===== src/rtl/move_pkg.sv =====
// move_pkg: parser states, ASCII codes and the move record shared with the dial stage
package move_pkg;
  typedef enum logic [1:0] {IDLE, DIGITS, SKIP, EMIT} parse_state_t;
  localparam logic [7:0] CH_L  = 8'h4C;
  localparam logic [7:0] CH_R  = 8'h52;
  localparam logic [7:0] CH_LF = 8'h0A;
  localparam logic [7:0] CH_CR = 8'h0D;
  localparam logic [7:0] CH_0  = 8'h30;
  localparam logic [7:0] CH_9  = 8'h39;
  localparam int MOVE_DIST_W = 16;
  typedef struct packed {
    logic                   dir;
    logic [MOVE_DIST_W-1:0] distance;
  } move_t;
endpackage


===== src/rtl/dec_accumulator.sv =====
// dec_accumulator: saturating acc*10+digit, computed four bits wider than the result
module dec_accumulator #(
  parameter int DIST_W = 16
) (
  input  logic [DIST_W-1:0] acc_i,
  input  logic [3:0]        digit_i,
  output logic [DIST_W-1:0] acc_o
);
  logic [DIST_W+3:0] wide;
  assign wide  = ({4'b0, acc_i} << 3) + ({4'b0, acc_i} << 1) + {{DIST_W{1'b0}}, digit_i};
  assign acc_o = |wide[DIST_W+3:DIST_W] ? '1 : wide[DIST_W-1:0];
endmodule


===== src/rtl/move_parser.sv =====
// move_parser: ASCII move lines to {direction, distance} requests over valid/ready
module move_parser
  import move_pkg::*;
#(
  parameter int DIST_W = 16
) (
  input  logic              clk,
  input  logic              rst_n,
  input  logic              in_valid,
  input  logic [7:0]        in_data,
  input  logic              in_last,
  output logic              in_ready,
  output logic              move_valid,
  output logic              move_direction,
  output logic [DIST_W-1:0] move_distance,
  input  logic              move_ready,
`ifdef MOVE_PARSER_ERRCNT_EN
  output logic [15:0]       err_count,
`endif
  output logic              done
);
  parse_state_t state_q, state_d;
  logic dir_q, dir_d, have_q, have_d, last_q, last_d, done_q, done_d, err;
  logic [DIST_W-1:0] acc_q, acc_d, acc_next;
  logic fire, is_dig, is_lf, is_cr, is_dir;

  dec_accumulator #(.DIST_W(DIST_W)) u_acc (
    .acc_i  (acc_q),
    .digit_i(in_data[3:0]),
    .acc_o  (acc_next)
  );

  assign in_ready       = (state_q != EMIT) && !done_q;
  assign move_valid     = state_q == EMIT;
  assign move_direction = dir_q;
  assign move_distance  = acc_q;
  assign done           = done_q;
  assign fire   = in_valid && in_ready;
  assign is_dig = in_data >= CH_0 && in_data <= CH_9;
  assign is_lf  = in_data == CH_LF;
  assign is_cr  = in_data == CH_CR;
  assign is_dir = in_data == CH_L || in_data == CH_R;

  always_comb begin
    state_d = state_q;
    dir_d   = dir_q;
    acc_d   = acc_q;
    have_d  = have_q;
    last_d  = last_q;
    done_d  = done_q;
    err     = 1'b0;
    if (fire) begin
      case (state_q)
        IDLE: begin
          if (is_dir) begin
            dir_d   = in_data == CH_R;
            acc_d   = '0;
            have_d  = 1'b0;
            state_d = DIGITS;
          end else if (!is_lf && !is_cr) begin
            state_d = SKIP;
            err     = 1'b1;
          end
        end
        DIGITS: begin
          if (is_dig) begin
            acc_d  = acc_next;
            have_d = 1'b1;
          end else if (is_lf) begin
            state_d = have_q ? EMIT : IDLE;
            err     = !have_q;
          end else if (!is_cr) begin
            state_d = SKIP;
            err     = 1'b1;
          end
        end
        SKIP: state_d = is_lf ? IDLE : SKIP;
        default: ;
      endcase
      if (in_last) begin
        if (state_d == DIGITS) begin
          state_d = have_d ? EMIT : IDLE;
          err     = !have_d;
        end
        last_d = state_d == EMIT;
        done_d = state_d != EMIT;
      end
    end else if (state_q == EMIT && move_ready) begin
      state_d = IDLE;
      done_d  = last_q;
    end
  end

  always_ff @(posedge clk or negedge rst_n) begin
    if (!rst_n) begin
      state_q <= IDLE;
      dir_q   <= 1'b0;
      acc_q   <= '0;
      have_q  <= 1'b0;
      last_q  <= 1'b0;
      done_q  <= 1'b0;
    end else begin
      state_q <= state_d;
      dir_q   <= dir_d;
      acc_q   <= acc_d;
      have_q  <= have_d;
      last_q  <= last_d;
      done_q  <= done_d;
    end
  end

`ifdef MOVE_PARSER_ERRCNT_EN
  logic [15:0] err_q;
  always_ff @(posedge clk or negedge rst_n) begin
    if (!rst_n) err_q <= '0;
    else if (err && err_q != 16'hFFFF) err_q <= err_q + 16'd1;
  end
  assign err_count = err_q;
`else
  logic err_unused;
  assign err_unused = err;
`endif
endmodule


===== config.mk =====
export PLATFORM = sky130hd
export DESIGN_NAME = move_parser
export DESIGN_NICKNAME = d
export VERILOG_FILES = /design/src/rtl/move_pkg.sv /design/src/rtl/dec_accumulator.sv /design/src/rtl/move_parser.sv
export SDC_FILE = /design/constraint.sdc
export NUM_CORES = 1
export LEC_CHECK = 0
export BUFFER_PORTS_ARGS = -buffer_cell sky130_fd_sc_hd__buf_2
export CORE_ASPECT_RATIO = 0.5
export CORE_MARGIN = 10
export CORE_UTILIZATION = 51
export CTS_CLUSTER_DIAMETER = 40
export CTS_CLUSTER_SIZE = 40
export DETAILED_ROUTE_END_ITERATION = 7
export PLACE_DENSITY = 0.82
export SLEW_MARGIN = 25
export SYNTH_ARGS = -nofsm -noshare
export SYNTH_HDL_FRONTEND = slang
export SYNTH_SLANG_ARGS = --single-unit

===== constraint.sdc =====
create_clock -name clk -period 2.9 [get_ports clk]
set_input_delay 0.145 -clock clk [delete_from_list [all_inputs] [get_ports clk]]
set_output_delay 0.145 -clock clk [all_outputs]
set_load 0.01 [all_outputs]

Yosys cells after proc, flatten, opt, wreduce, memory -nomap -nowiden --
Cells that the tools add are included.
Word-level totals: register bits 22, input port bits 13
Operators by class: add/subtract/negate cells 2, $lt $le $gt $ge 2, equal/unequal tests 14, muxes and demuxes 27, reduce and logical (&&, ||, !) cells 17
Operators with widths (count):
- two-way mux 16 bit | 3
- one-hot mux 16 bit (2 select lines) | 1
- two-way mux 2 bit | 15
- adder 19 x 17 -> 20 bit | 1
- adder 20 x 4 -> 20 bit | 1
- == test 8 x 4 -> 1 bit, second input constant | 2
- == test 8 x 7 -> 1 bit, second input constant | 2
- != test 2 bit, second input constant | 5
- greater-or-equal comparator 8 x 6 -> 1 bit, second input constant | 1
- <= comparator 8 x 6 -> 1 bit, second input constant | 1
- == test 2 bit, second input constant | 3
- two-way mux 1 bit | 6
- one-hot mux 2 bit (3 select lines) | 1
- logical AND 1 bit | 5
- == test 2 x 1 -> 1 bit, second input constant | 2
- AND reduction 2 bit | 2
- AND reduction 4 bit | 1
- nonzero test 2 bit | 2
- OR reduction 4 bit | 1
- logical NOT 1 bit | 3
- AND reduction 3 bit | 1
- logical NOT 2 bit | 1
- one-hot mux 1 bit (2 select lines) | 1
- logical OR 1 bit | 1

Depth between registers and ports, before layout --
depth after elaboration 14, depth in mapped cells 13

Cells and area by module --
A second synthesis with hierarchy kept.
Unflattened totals: cells, all modules 254, area, all modules 2327.2 µm²
By module, submodules not included:
- dec_accumulator | instances 1, cells an instance 153, area an instance 1207.4 µm², seq. area each 0.0 µm²
- move_parser | instances 1, cells an instance 101, area an instance 1119.8 µm², seq. area each 550.5 µm²

Least setup slack after synthesis --
Ideal clock, no wire load.
path type reg-to-reg, start register acc_q[0], in the netlist move_distance[0], end register acc_q[12], in the netlist move_distance[12], setup time 0.121 ns, arrival 2.971 ns, required time 2.779 ns, path slack -0.193 ns, cell stages (with the launch flop) 13, buffers on the path 1, clock period less this slack 3.093 ns, cells stage by stage dfrtp_1 > fa_1 > inv_1 > fa_1 > nand2b_1 > a21oi_1 > o21ai_0 > o31ai_1 > o2111a_2 > o22ai_2 > a21oi_4 > buf_6 > nand2_2
On the way: word-level cells in the longest chain between the ends 6
RTL lines:
- start, declared | line move_parser.sv:24 | logic [DIST_W-1:0] acc_q, acc_d, acc_next;
- start signal, assigned | line move_parser.sv:98 | acc_q <= '0;
- start signal, assigned | line move_parser.sv:105 | acc_q <= acc_d;
- adder 19 x 17 -> 20 bit * | line dec_accumulator.sv:10 | assign wide = ({4'b0, acc_i} << 3) + ({4'b0, acc_i} << 1) + {{DIST_W{1'b0}}, digit_i};
- adder 20 x 4 -> 20 bit * | line dec_accumulator.sv:10
- OR reduction 4 bit | line dec_accumulator.sv:11 | assign acc_o = |wide[DIST_W+3:DIST_W] ? '1 : wide[DIST_W-1:0];
- two-way mux 16 bit * | line dec_accumulator.sv:11
- two-way mux 16 bit * | line move_parser.sv:66 | if (is_dig) begin
- one-hot mux 16 bit (2 select lines) * | line move_parser.sv:53 | case (state_q)
Every way passes the cells marked *; elsewhere a longest branch is shown, timed or not. The select of a mux whose other input is x is not followed. A chain may end at the register's enable or synchronous reset.

Worst setup path in the final report --
start register acc_q[2], in the netlist move_distance[2], end register acc_q[3], in the netlist move_distance[3]
Same word-level chain as after synthesis.

==> run summary <==
The run gives 51.46% as the worst slew slack as a fraction of its limit. The I/O pin count came out at 33. Global routing finished with a remaining overflow of 0. Across the VDD grid, the largest voltage drop is 0.0003231 V. Compared with the post-synthesis result, the final layout area differs by 22.72%.

For the critical path data arrival time, the log shows 3110 ps. After layout, the worst path uses 102.0% of the clock period. Synthesis produced a netlist with a net count of 287. The logs give 3 for the number of buffers created by CTS and 2,036 for the via count of the first global-routing pass. Summing internal, switching and leakage power gives 0.7002 mW. The via-per-instance ratio was 6.134; the final-layout worst hold slack was 175.2 ps. The tools report the detailed-router iteration count before antenna repair as 4.

The logs give 3050 ps for the required arrival time at the worst endpoint and 0.003984 mm2 for the core area. The clock-pin slew reported for the worst setup and hold paths after clock tree synthesis came out at 90 ps. The number of cells on the worst hold path works out to 3. The cell row count was 16.

After global routing, the most crowded layer is met2. The slowest stage of the critical path is the fa_1 cell. The final-report hold violation count was 0. The finished layout holds 344 standard cells, fillers aside. The signal on the critical path passes through fa_1, inv_2, fa_2, nand2b_4, a21oi_4, o21ai_4, o211ai_1, and4b_2, o22ai_2, a21oi_4, buf_6, o211ai_1.

Most used flip-flop cell after synthesis: dfrtp_1. The tools report the detailed router's first-iteration violation count as 134. The logs give -152.1 ps for the final sum of negative setup slack and 22 for the CTS sink count. With fillers left out, the area of the finished cells amounts to 0.002643 mm2. Input and output buffers added on the ports amount to 32.

The run gives 9901 um as the wire length of the first global-routing pass. The tool flagged a number of max-cap violations equal to 0. The internal cell power is 0.5324 mW. Initial core utilization: 54.05%. The estimated wirelength of the detail-placed design is 4618 um, and the switching part of the total power is 23.96%.

In this run the cell area of the synthesized design comes to 0.002153 mm2. The floorplan step defined a die boundary enclosing 0.007379 mm2. The deepest level of the CTS H-tree is 1.

The type of the tightest min-delay check is in -> reg. The final reports fail on setup timing. The combinational share of power came out at 10.0%. For the clock tree skew after final layout, the log shows 4.836 ps. The buffer type at the clock tree root was clkbuf_8. The run gives 0 as the DRC violations left. For this block, the routed nets add up to 6161 um of wire.

The final setup slack of the worst path is -59.11 ps, and the number of placed instances with taps included is 337. The number of cells produced by synthesis came out at 241. For this design the static power due to leakage is 1.447 nW.

Sequential cells account for 48.4% of the total power. On the worst path, the slowest cell contributes a delay of 540 ps. The setup slack at placement was -34.33 ps. The pin slew with the least headroom to its limit is 727.6 ps.

The post-detailed-route count of antenna-violating nets is 0, and the count of synthesis-stage warnings from yosys is 0. The die width was 111.9 um; the post-place instance area was 0.002511 mm2. The total via count in the routed design is 2,110, and the total of flip-flops plus latches after synthesis is 22.

The number of antenna diodes in the final layout is 0. For this run, global-route usage on met2 was measured as 29.12%. The number of setup violations in the final report was 10. Global routing consumed, on the met3 layer, 3.533% of the routing resources. The part of the Yosys area used for sequential elements came out at 25.57%. Setup repair after global routing could not meet its margin everywhere. Timing-limited maximum frequency: 0.3379 GHz. The top cell family by delay on the critical path was adder cells. STA classifies the critical path startpoint as a flop. Highest net fanout along the worst path: 6. The power spent charging and discharging nets is 0.1678 mW. Yosys mapped a number of flops with a built-in enable equal to 0. Measured on the finished design, the core utilization comes to 66.33%.

The clock network accounts for 41.6% of the total power. The critical path contains buffers and inverters numbering 2 combined. Entering global routing, the biggest net connects 23 pins.

The clock passes through at most 2 buffers. For the finished layout, the period the worst path requires is 2959 ps. The congestion estimate from routability-driven global placement came to 0.8962. The net count of the finished layout is 337. The share of flip-flops with an asynchronous set or reset after synthesis was 100.0%; the count of different cell masters after synthesis was 54.

Type of destination of the critical path: a flop. In the global route stage, met1 resource usage came out at 18.62%. The clock reaches the later pin of the worst-skew pair after 270 ps. The run finished, with violations left.

The initial antenna violation count is 0. Each instance of the synthesized netlist takes up on average 8.935 um2. By startpoint and endpoint, the worst setup path is classified as reg -> reg.

TritonCTS built the clock tree. The run gives 15.81% as the overall fraction of global-route tracks in use. The worst reg-to-reg path cell count is 12, and the fraction of final layout cells with drive strength greater than 1 is 30.69%. Counting buffers and inverters, the worst setup path is 12 cells deep. The height of the die works out to 65.95 um.

Dividing the detail-routed wire length by the instance count gives 17.91 um. The final number of max-transition violations was 0; the power density over the cells was 265.0 mW/mm2.
-- final cells by class --
class / count / area (um2)
inverters: 6 / 22.52
flip-flops and latches: 22 / 551.8
clock inverters: 1 / 30.03
well taps: 54 / 67.56
repair buffers: 51 / 316.6
multi-input cells: 207 / 1613
fillers: 302 / 1341
clock buffers: 3 / 41.29
-- Yosys cell counts (3+ instances only) --
library cell / n / area share (%)
o211ai_1: 5 / 1.7
o21a_1: 3 / 1.0
nand2b_1: 4 / 1.2
nand2_2: 10 / 2.9
nand3_1: 7 / 1.6
inv_1: 6 / 1.0
ha_1: 31 / 18
nor2_1: 19 / 3.3
dfrtp_1: 22 / 26
xnor2_1: 6 / 2.4
o21ai_0: 13 / 3.0
nand2_1: 19 / 3.3
a21o_1: 9 / 3.1
a21oi_1: 13 / 3.0
nor3_1: 7 / 1.6
clkbuf_1: 5 / 0.87
a22oi_1: 11 / 3.8
nor2b_1: 3 / 0.87
-- layout by cell type (no fill, tap or decap), drive strengths merged, types with 4 or more instances in the layout --
master and instances:
a21o 9, a21oi 14, a22oi 11, buf 50, dfrtp 22, ha 31
inv 6, nand2 29, nand2b 4, nand3 7, nor2 20, nor3 7
o211ai 5, o21ai 13, xnor2 6
-- worst paths after layout --
| check | from | to | slack [ps] |
|---|---|---|---|
| setup / recovery | move_distance[2]$_DFFE_PN0P_ | move_distance[3]$_DFFE_PN0P_ | -60 |
| hold / removal | in_data[5] | move_direction$_DFFE_PN0P_ | 180 |
| setup reg to reg | move_distance[2]$_DFFE_PN0P_ | move_distance[3]$_DFFE_PN0P_ | -60 |
| hold reg to reg | last_q$_DFFE_PN0P_ | last_q$_DFFE_PN0P_ | 510 |
| max in group asynchronous | rst_n | move_distance[0]$_DFFE_PN0P_ | 2150 |
| min in group asynchronous | rst_n | move_distance[14]$_DFFE_PN0P_ | 380 |
-- per-layer routing --
metal,share of wire (%),routed length [um],vias to the layer above
met3,4.9,304,6
li1,-,-,1015
met4,0.99,61,0
met2,50,3101,64
met5,0,0,-
met1,44,2694,1025
-- logic make-up after synthesis --
logic type	count (synthesis)	synth area share, %
fa+ha+maj	33	19.87
xor+xnor	8	3.254
simple gates	90	22.95
compound gates	76	25.91
flops	22	25.57
buf+inv	12	2.440
-- worst register-to-register path: stages (launching register included) --
cell      delay, ps
dfrtp_1         430
fa_1            540
inv_2            50
fa_2            340
nand2b_4        160
a21oi_4         170
o21ai_4         100
o211ai_1        210
and4b_2         270
o22ai_2          90
a21oi_4         210
buf_6           170
o211ai_1        100
-- repair_timing --
item                                   in CTS  in global routing
pin swaps                                   6                  2
setup buffers                               3                  1
setup endpoints to repair                  10                 16
hold buffers                                1                  0
gates cloned                                1                  0
resized for setup                           6                  5
endpoints found under the hold margin      22                  0
-- registers in the layout (all words and copies together), names as in the netlist --
signal	cells
move_distance	16
state_q	2
done	1
have_q	1
last_q	1
move_direction	1
-- power by group through the flow --
stage | Sequential (mW) | Combinational, mW | Clock [mW]
2_1_floorplan | 0.338 | 0.0342 | 0
3_3_place_gp | 0.341 | 0.0631 | 0
3_5_place_dp | 0.344 | 0.0669 | 0
4_1_cts | 0.338 | 0.0682 | 0.289
5_1_grt | 0.341 | 0.0766 | 0.307
6_report | 0.339 | 0.0702 | 0.291
No activity file was read; power rests on OpenSTA's default activity.
